$ cat src/rtl/lcd_bus_decoder.sv
// lcd_bus_decoder: receiving end of an HD44780-style character-LCD write bus.
// Mirrors the 2-line visible DDRAM into a shadow buffer and tracks controller
// state (address counter, entry mode, display control) for on-chip display
// mirroring and for checking calculator LCD output.
//
// Optional build macro: LCD_DEC_ASCII_FILTER_EN
//   defined   -> data bytes outside 0x20..0x7E are stored and reported as '?'
//   undefined -> data bytes are stored verbatim
//
// state  | meaning
// -------+------------------------------------------------------------
// IDLE   | accepting bus transfers
// CLEAR  | writing CLR_CHAR to cells 0..31, one per cycle; busy = 1
module lcd_bus_decoder #(
    parameter int          LINE_LEN = 16,
    parameter logic [7:0]  CLR_CHAR = 8'h20
) (
    input  logic        clk,
    input  logic        rst,
    input  logic        lcd_e,
    input  logic        lcd_rs,
    input  logic        lcd_rw,
    input  logic [7:0]  lcd_data,
    input  logic [4:0]  rd_addr,
    output logic [7:0]  rd_char,
    output logic        busy,
    output logic        char_wr_valid,
    output logic [4:0]  char_wr_pos,
    output logic [7:0]  char_wr_data,
    output logic [6:0]  cursor_addr,
    output logic        disp_on,
    output logic        cursor_on,
    output logic        blink_on,
    output logic        err_read,
    output logic        err_overrun
);

    localparam int         NCELL = 2 * LINE_LEN;
    localparam logic [6:0] LINE2 = 7'h40;
    localparam logic [6:0] LLEN7 = 7'(LINE_LEN);

    typedef enum logic {
        S_IDLE  = 1'b0,
        S_CLEAR = 1'b1
    } state_t;

    // Non-printable bytes become '?' only when the filter is built in.
    function automatic logic [7:0] filter_char(input logic [7:0] b);
`ifdef LCD_DEC_ASCII_FILTER_EN
        if ((b < 8'h20) || (b > 8'h7E)) begin
            return 8'h3F;
        end
        return b;
`else
        return b;
`endif
    endfunction

    // Address counter step with the two-line DDRAM wrap points; values outside
    // the valid ranges simply count until they fall back into one.
    function automatic logic [6:0] ac_step(input logic [6:0] ac, input logic inc);
        if (inc) begin
            if (ac == 7'h27) return 7'h40;
            if (ac == 7'h67) return 7'h00;
            return ac + 7'd1;
        end
        if (ac == 7'h00) return 7'h67;
        if (ac == 7'h40) return 7'h27;
        return ac - 7'd1;
    endfunction

    logic        e_d, rs_d, rw_d;
    logic [7:0]  data_d;
    logic        strobe;
    logic        xfer_ok;
    logic        clear_cmd;

    state_t      state_q, state_n;
    logic [4:0]  clr_cnt, clr_cnt_n;
    logic        clr_we;
    logic [4:0]  clr_idx;

    logic [7:0]  buf_q [NCELL];

    logic [6:0]  ac_q, ac_n;
    logic        id_q, id_n;
    logic        cg_q, cg_n;
    logic        disp_n, cursor_n, blink_n;
    logic        ac_vis;
    logic [4:0]  ac_idx;
    logic        wr_en;
    logic [7:0]  wr_char;

    // Register the bus every cycle; the transfer acts on what was seen while E was high.
    always_ff @(posedge clk) begin
        if (rst) begin
            e_d    <= 1'b0;
            rs_d   <= 1'b0;
            rw_d   <= 1'b0;
            data_d <= 8'h00;
        end else begin
            e_d    <= lcd_e;
            rs_d   <= lcd_rs;
            rw_d   <= lcd_rw;
            data_d <= lcd_data;
        end
    end

    assign strobe    = e_d & ~lcd_e;
    assign busy      = (state_q == S_CLEAR);
    assign xfer_ok   = strobe & ~busy & ~rw_d;
    assign clear_cmd = xfer_ok & ~rs_d & (data_d == 8'h01);

    // Clear sweep counts down; the cell index is the complement so cells fill 0..31.
    assign clr_idx = ~clr_cnt;

    // FSM state register and clear down-counter.
    always_ff @(posedge clk) begin
        if (rst) begin
            state_q <= S_IDLE;
            clr_cnt <= 5'd0;
        end else begin
            state_q <= state_n;
            clr_cnt <= clr_cnt_n;
        end
    end

    // FSM next state: a Clear instruction starts a 32-cycle sweep.
    always_comb begin
        state_n   = state_q;
        clr_cnt_n = clr_cnt;
        clr_we    = 1'b0;
        case (state_q)
            S_IDLE: begin
                if (clear_cmd) begin
                    state_n   = S_CLEAR;
                    clr_cnt_n = 5'd31;
                end
            end
            S_CLEAR: begin
                clr_we = 1'b1;
                if (clr_cnt == 5'd0) begin
                    state_n = S_IDLE;
                end else begin
                    clr_cnt_n = clr_cnt - 5'd1;
                end
            end
            default: state_n = S_IDLE;
        endcase
    end

    assign ac_vis = (ac_q < LLEN7) || ((ac_q >= LINE2) && (ac_q < (LINE2 + LLEN7)));
    assign ac_idx = (ac_q < LINE2) ? 5'(ac_q) : 5'(ac_q - LINE2 + LLEN7);

    // Instruction / data decode for one accepted transfer.
    always_comb begin
        ac_n     = ac_q;
        id_n     = id_q;
        cg_n     = cg_q;
        disp_n   = disp_on;
        cursor_n = cursor_on;
        blink_n  = blink_on;
        wr_en    = 1'b0;
        wr_char  = filter_char(data_d);
        if (xfer_ok) begin
            if (!rs_d) begin
                casez (data_d)
                    8'b1???????: begin
                        ac_n = data_d[6:0];
                        cg_n = 1'b0;
                    end
                    8'b01??????: cg_n = 1'b1;
                    8'b001?????: ;
                    8'b0001????: begin
                        if (!data_d[3]) begin
                            ac_n = ac_step(ac_q, data_d[2]);
                        end
                    end
                    8'b00001???: begin
                        disp_n   = data_d[2];
                        cursor_n = data_d[1];
                        blink_n  = data_d[0];
                    end
                    8'b000001??: id_n = data_d[1];
                    8'b0000001?: begin
                        ac_n = 7'h00;
                        cg_n = 1'b0;
                    end
                    8'b00000001: begin
                        ac_n = 7'h00;
                        id_n = 1'b1;
                        cg_n = 1'b0;
                    end
                    default: ;
                endcase
            end else if (!cg_q) begin
                wr_en = ac_vis;
                ac_n  = ac_step(ac_q, id_q);
            end
        end
    end

    // Shadow buffer: reset fill, clear sweep, or a visible data write.
    always_ff @(posedge clk) begin
        if (rst) begin
            for (int i = 0; i < NCELL; i++) begin
                buf_q[i] <= CLR_CHAR;
            end
        end else if (clr_we) begin
            buf_q[clr_idx] <= CLR_CHAR;
        end else if (wr_en) begin
            buf_q[ac_idx] <= wr_char;
        end
    end

    // Controller state, write-event reporting, sticky errors and read port.
    always_ff @(posedge clk) begin
        if (rst) begin
            ac_q          <= 7'h00;
            id_q          <= 1'b1;
            cg_q          <= 1'b0;
            disp_on       <= 1'b0;
            cursor_on     <= 1'b0;
            blink_on      <= 1'b0;
            char_wr_valid <= 1'b0;
            char_wr_pos   <= 5'd0;
            char_wr_data  <= 8'h00;
            err_read      <= 1'b0;
            err_overrun   <= 1'b0;
            rd_char       <= 8'h00;
        end else begin
            ac_q          <= ac_n;
            id_q          <= id_n;
            cg_q          <= cg_n;
            disp_on       <= disp_n;
            cursor_on     <= cursor_n;
            blink_on      <= blink_n;
            char_wr_valid <= wr_en;
            if (wr_en) begin
                char_wr_pos  <= ac_idx;
                char_wr_data <= wr_char;
            end
            err_read      <= err_read | (strobe & ~busy & rw_d);
            err_overrun   <= err_overrun | (strobe & busy);
            rd_char       <= buf_q[rd_addr];
        end
    end

    assign cursor_addr = ac_q;

endmodule

$ cat config.mk
export PLATFORM = sky130hd
export DESIGN_NAME = lcd_bus_decoder
export DESIGN_NICKNAME = d
export VERILOG_FILES = /design/src/rtl/lcd_bus_decoder.sv
export SDC_FILE = /design/constraint.sdc
export NUM_CORES = 1
export LEC_CHECK = 0
export BUFFER_PORTS_ARGS = -buffer_cell sky130_fd_sc_hd__clkbuf_2
export CORE_MARGIN = 3
export CORE_UTILIZATION = 33
export CTS_BUF_LIST = sky130_fd_sc_hd__clkbuf_8
export CTS_CLUSTER_DIAMETER = 200
export CTS_CLUSTER_SIZE = 30
export DETAILED_ROUTE_END_ITERATION = 7
export GPL_TIMING_DRIVEN = 1
export PLACE_DENSITY = 0.59
export SLEW_MARGIN = 20
export SYNTH_ARGS = -nofsm -noshare
export SYNTH_HDL_FRONTEND = slang
export SYNTH_SLANG_ARGS = --single-unit
$ cat constraint.sdc
create_clock -name clk -period 4.5 [get_ports clk]
set_input_delay 0.675 -clock clk [delete_from_list [all_inputs] [get_ports clk]]
set_output_delay 0.675 -clock clk [all_outputs]
set_load 0.01 [all_outputs]
==> flow_metrics.env, run 1 <==
export IMPL_status="complete, no violations"
export IMPL_num_rows=75
export IMPL_ioPinCount=53
export IMPL_first_global_vias=9464
export IMPL_synth_top_cells_by_area="edfxtp_1 54%, mux4_2 7.6%, dfxtp_1 7.4%"
export IMPL_port_buffer_count=52
export IMPL_fin_nets=1192
export IMPL_nFillCells=4116
export IMPL_cts_sinks=309
export IMPL_timing_worst_slew_pin_value_ns=1.16
export IMPL_ir_drop_uv=181
export IMPL_htree_levels=1
export IMPL_slew_viol_final=0
export IMPL_crit_arrival_ns=3.88
export IMPL_cts_resized=0
export IMPL_dieArea_um2=45700
export IMPL_synthFlopType="edfxtp_1"
export IMPL_ys_seq_elements=309
export IMPL_crit_type="reg -> reg"
export IMPL_syn_nets=1177
export IMPL_vias=9608
export IMPL_max_freq_mhz=275
export IMPL_synth_top_area_frac=0.539
export IMPL_yosysWarnings=0
export IMPL_syn_inst=1155
export IMPL_fin_setup_tns_ns=0
export IMPL_hp_class="in -> reg"
export IMPL_antenna_found_initial=0
export IMPL_post_drt_wl_per_cell_um=23.5
export IMPL_worstSetupEndpointType="register"
export IMPL_p_per_area_nw_per_um2=309
export IMPL_synth_top_area_cell="edfxtp_1"
export IMPL_synth_edff_count=256
export IMPL_final_setup_viol_count=0
export IMPL_placed_cell_area_um2=15200
export IMPL_routed_wirelength_um=41200
export IMPL_clk_pin_slew_worst_paths_ns=0.18
export IMPL_worst_slew_margin_rel=0.218
export IMPL_skew_ns=0.0540
export IMPL_synth_most_common_cell="edfxtp_1"
export IMPL_rsz0062_at_grt="false"
export IMPL_grtUsageTotal=0.179
export IMPL_num_antenna_cells=0
export IMPL_fp_dieH_um=214
export IMPL_worstPathMaxFanout=27
export IMPL_grt_max_degree=50
export IMPL_post_cts_buffers=0
export IMPL_leakagePower_nw=4.91
export IMPL_overflow=0
export IMPL_grt_pass1_wl_um=61400
export IMPL_drv_cap=0
export IMPL_ant_nets=0
export IMPL_fin_util=0.365
export IMPL_hold_violations=0
export IMPL_ys_types=68
export IMPL_cts_root_buf="clkbuf_8"
export IMPL_dp_hpwl_um=27200
export IMPL_fp_dieW_um=214
export IMPL_crit_chain="nor4b_4 > nand3_4 > inv_4 > o41ai_1 > nand2_1 > o21ai_0 > buf_4"
export IMPL_initial_core_util=0.337
export IMPL_syn_area_per_cell_um2=12.3
export IMPL_first_iter_violations=1067
export IMPL_dr_pass1_iters=7
export IMPL_slowest_delay_ns=0.88
export IMPL_yosysSeqAreaShare=0.613
export IMPL_insertion_delay_ns=0.58
export IMPL_cpMaxStageDelayCell="o41ai_1"
export IMPL_drc=0
export IMPL_core_area_um2=42300
export IMPL_drive_above_1_share=0.161
export IMPL_area_growth_synth_to_final_pct=8.32
export IMPL_period_minus_slack_ns=3.63
export IMPL_critPathRequiredTime_ns=4.75
export IMPL_fin_crit_sh=0.807
export IMPL_clk_path_buf_depth=3
export IMPL_critPathTopFamily="compound AO/OA/AOI/OAI gates"
export IMPL_holdBufCountCts=0
export IMPL_gp_routability_congestion=0.866
export IMPL_cts_buffers=14
export IMPL_synth_area_um2=14300
export IMPL_via_per_inst=5.47
export IMPL_worst_setup_path_start_kind="register"
export IMPL_synth_commonest_cells="256 x edfxtp_1, 196 x nor2_1, 75 x nand2_1"
export IMPL_synthArstFlopShare=0
export IMPL_final_area_um2=15400
export IMPL_cts_tree="done"
export IMPL_path_buf_inv=2
==> placed cells by master (no fill, tap or decap), types with 5 or more instances in the layout <==
| master | instances |
|---|---|
| clkbuf_2 | 50 |
| dfxtp_1 | 53 |
| nor4_1 | 32 |
| nor2_1 | 196 |
| or3_1 | 11 |
| nand2_1 | 75 |
| a31oi_1 | 21 |
| a21oi_1 | 26 |
| inv_1 | 21 |
| a22oi_1 | 17 |
| o311ai_0 | 9 |
| nand3_1 | 50 |
| clkbuf_8 | 15 |
| nor2b_1 | 15 |
| edfxtp_1 | 256 |
| mux4_2 | 48 |
| xnor2_1 | 7 |
| mux2i_1 | 48 |
| nor3_1 | 36 |
| buf_4 | 47 |
| nand3_2 | 6 |
| nand2b_1 | 9 |
| nand4_1 | 5 |
| o21ai_0 | 47 |
| or4_1 | 5 |
==> metal layers <==
metal | part of all wire | routed length (um) | GRT usage | vias up
met5 | 0 | 0 | 0 | -
met4 | 0.031 | 1290 | 0.0476 | 0
met3 | 0.087 | 3600 | 0.0297 | 58
met2 | 0.46 | 19000 | 0.284 | 445
met1 | 0.42 | 17300 | 0.258 | 4778
li1 | - | - | - | 4327
==> path summary, 6_finish.rpt <==
path / startpoint / to / slack [ns] / cells after the start
worst min-delay path: lcd_data[4] / data_d[4]$_SDFF_PP0_ / 0.30 / 2
worst min register to register: char_wr_data[3]$_SDFFE_PP0N_ / char_wr_data[3]$_SDFFE_PP0N_ / 0.46 / 2
worst max-delay path: cursor_addr[4]$_SDFFE_PP0P_ / buf_q[11][1]$_SDFFCE_PN0P_ / 0.87 / 7
worst max register to register: cursor_addr[4]$_SDFFE_PP0P_ / buf_q[11][1]$_SDFFCE_PN0P_ / 0.87 / 7
==> flip-flops by register name, indices dropped and copies added, names as in the netlist, 5 cells and up <==
register,flops
clr_cnt,5
char_wr_pos,5
buf_q,256
rd_char,8
data_d,8
cursor_addr,7
char_wr_data,8
==> kinds of logic (layout without fill, tap and decap cells) <==
group	count (synthesis)	in the layout	synth area share
flops	309	309	0.613
simple gates	474	474	0.162
buf+inv	112	135	0.0337
fa+ha+maj	4	4	0.00351
compound gates	145	145	0.0662
xor+xnor	10	10	0.00614
mux	101	101	0.115
==> stage by stage <==
stage	total power, mW	hold WS (ns)	std cells	setup slack (ns)
3_3_place_gp	3.65	0.429	1731	0.859
4_1_cts	4.81	0.268	1755	0.902
6_report	4.78	0.299	1755	0.868
2_1_floorplan	3.50	0.467	1155	1.11
3_5_place_dp	3.65	0.435	1731	0.709
5_1_grt	4.94	0.270	1755	0.580
==> area by class of cell <==
class / count / area [um^2] / share of cell area
inverters: 14 / 55.1 / 0.00356
multi-input cells: 734 / 5050 / 0.327
well taps: 577 / 722 / 0.0467
repair buffers: 97 / 603 / 0.0390
clock inverters: 9 / 60.1 / 0.00389
flip-flops and latches: 309 / 8750 / 0.566
clock buffers: 15 / 206 / 0.0134
==> where the power goes <==
group          internal (mW)  total (mW)  switching (mW)  leakage, nW
clock network          0.328        1.19           0.863        0.162
registers               3.16        3.21          0.0448         2.96
logic                  0.144       0.377           0.233         1.79
total                   3.64        4.78            1.14         4.91
(Power assumes the default switching activity.)
==> inputs of run 2 (changes only) <==
--- a/config.mk
+++ b/config.mk
@@ -13,7 +13,7 @@
 export CTS_CLUSTER_SIZE = 30
 export DETAILED_ROUTE_END_ITERATION = 7
 export GPL_TIMING_DRIVEN = 1
-export PLACE_DENSITY = 0.59
+export PLACE_DENSITY = 0.61
 export SLEW_MARGIN = 20
 export SYNTH_ARGS = -nofsm -noshare
 export SYNTH_HDL_FRONTEND = slang
==> constraint.sdc (replaced) <==
create_clock -name clk -period 3.15 [get_ports clk]
set_input_delay 0.4725 -clock clk [delete_from_list [all_inputs] [get_ports clk]]
set_output_delay 0.4725 -clock clk [all_outputs]
set_load 0.01 [all_outputs]
==> run 2 against run 1 <==
- first-iteration DRC count shrank 2.7%
- largest cell class unchanged
- design area up 3.2%
- hold slack got worse by 0.24 ns
- sequential cell count unchanged
- power up 44%
- worst setup slack worse by 0.52 ns
- final cell count is 3.5% higher
- largest power group unchanged
- die area is the same
- register-to-register slack worse by 0.52 ns
- global-route usage is essentially flat
- sequential share of layout area decreased by 1.7 points
- wire length shrank 0.90%
==> flow_metrics.env, run 2 (synthesis gave the netlist of run 1 again) <==
export IMPL_hold_worst_slack_ns=0.0586
export IMPL_antenna_found_initial=0
export IMPL_largest_reg_flops=256
export IMPL_fin_setup_tns_ns=0
export IMPL_crit_type="reg -> reg"
export IMPL_hold_violations=0
export IMPL_largest_register="buf_q"
export IMPL_hold_path_startpoint="lcd_data[7]"
export IMPL_ant_nets=0
export IMPL_fin_util=0.376
export IMPL_ir_drop_uv=302
export IMPL_insertion_delay_ns=0.60
export IMPL_worst_slew_margin_rel=0.411
export IMPL_cts_resized=0
export IMPL_cpMaxStageDelayCell="or4b_1"
export IMPL_post_drt_wl_per_cell_um=22.5
export IMPL_critPathRequiredTime_ns=3.46
export IMPL_cts_root_buf="clkbuf_8"
export IMPL_startpoint="busy$_SDFF_PP0_"
export IMPL_hp_class="in -> reg"
export IMPL_path_buf_inv=1
export IMPL_r2r_start="busy$_SDFF_PP0_"
export IMPL_period_minus_slack_ns=2.80
export IMPL_fin_crit_sh=0.890
export IMPL_status="complete, no violations"
export IMPL_critPathTopFamily="simple AND/OR/NAND/NOR gates"
export IMPL_port_buffer_count=52
export IMPL_first_iter_violations=1038
export IMPL_leakagePower_nw=5.20
export IMPL_fin_cells=1817
export IMPL_crit_arrival_ns=3.11
export IMPL_cts_sinks=309
export IMPL_routed_wirelength_um=40800
export IMPL_layout_commonest_cell="edfxtp_1"
export IMPL_post_place_ws_ns=0.167
export IMPL_p_per_area_nw_per_um2=431
export IMPL_slowest_delay_ns=0.61
export IMPL_dr_pass1_iters=5
export IMPL_dp_hpwl_um=27700
export IMPL_worstSetupEndpointType="register"
export IMPL_skew_ns=0.0522
export IMPL_grt_max_degree=50
export IMPL_initial_core_util=0.337
export IMPL_fp_dieW_um=214
export IMPL_worstPathMaxFanout=10
export IMPL_htree_levels=1
export IMPL_nFillCells=4103
export IMPL_holdBufCountCts=0
export IMPL_place_inst=1793
export IMPL_drc=0
export IMPL_overflow=0
export IMPL_layout_common_cells="256 x edfxtp_1, 196 x nor2_1, 106 x buf_4, 75 x nand2_1, 53 x dfxtp_1"
export IMPL_via_per_inst=5.47
export IMPL_area_growth_synth_to_final_pct=11.7
export IMPL_fp_dieH_um=214
export IMPL_rsz0062_at_grt="false"
export IMPL_max_freq_mhz=357
export IMPL_first_global_vias=9964
export IMPL_timing_worst_slew_pin_value_ns=0.882
export IMPL_worst_slack_ns=0.347
export IMPL_ioPinCount=53
export IMPL_num_rows=75
export IMPL_grtUsageTotal=0.179
export IMPL_post_cts_buffers=0
export IMPL_gp_routability_congestion=0.840
export IMPL_dieArea_um2=45700
export IMPL_clk_pin_slew_worst_paths_ns=0.20
export IMPL_vias=9942
export IMPL_cts_tree="done"
export IMPL_num_antenna_cells=0
export IMPL_cts_buffers=14
export IMPL_power_mw=6.87
export IMPL_core_area_um2=42300
export IMPL_final_setup_viol_count=0
export IMPL_worst_setup_path_start_kind="register"
export IMPL_crit_chain="or4b_1 > or4_4 > a21oi_4 > nand2_2 > o21ai_0 > buf_4"
export IMPL_fin_nets=1254
export IMPL_clk_path_buf_depth=3
export IMPL_placed_cell_area_um2=15700
export IMPL_grt_pass1_wl_um=61900
export IMPL_slew_viol_final=0
export IMPL_drive_above_1_share=0.202
export IMPL_drv_cap=0
export IMPL_final_area_um2=15900
[run 2: final timing paths]
path,to,slack [ns],cells after the start
max reg2reg,buf_q[14][4]$_SDFFCE_PN0P_,0.35,6
min,data_d[7]$_SDFF_PP0_,0.06,2
max,buf_q[14][4]$_SDFFCE_PN0P_,0.35,6
min reg2reg,char_wr_data[3]$_SDFFE_PP0N_,0.46,2
[run 2: per-layer routing]
layer,share of wire,vias up,GRT usage
met1,0.41,4947,0.248
met2,0.47,467,0.286
li1,-,4457,-
met5,0,-,0
met4,0.037,0,0.0602
met3,0.085,71,0.0351
[run 2: final cells by class]
cell class              count  area (um^2)  area share
clock buffers              15          206      0.0130
clock inverters             9         60.1     0.00377
inverters                  14         55.1     0.00346
multi-input cells         734         5030       0.316
flip-flops and latches    309         8750       0.549
well taps                 577          722      0.0453
repair buffers            159         1110      0.0694
[run 2: report_power, final]
group	internal (mW)	switching (mW)
sequential	4.52	0.0593
clock	0.469	1.24
combinational	0.231	0.341
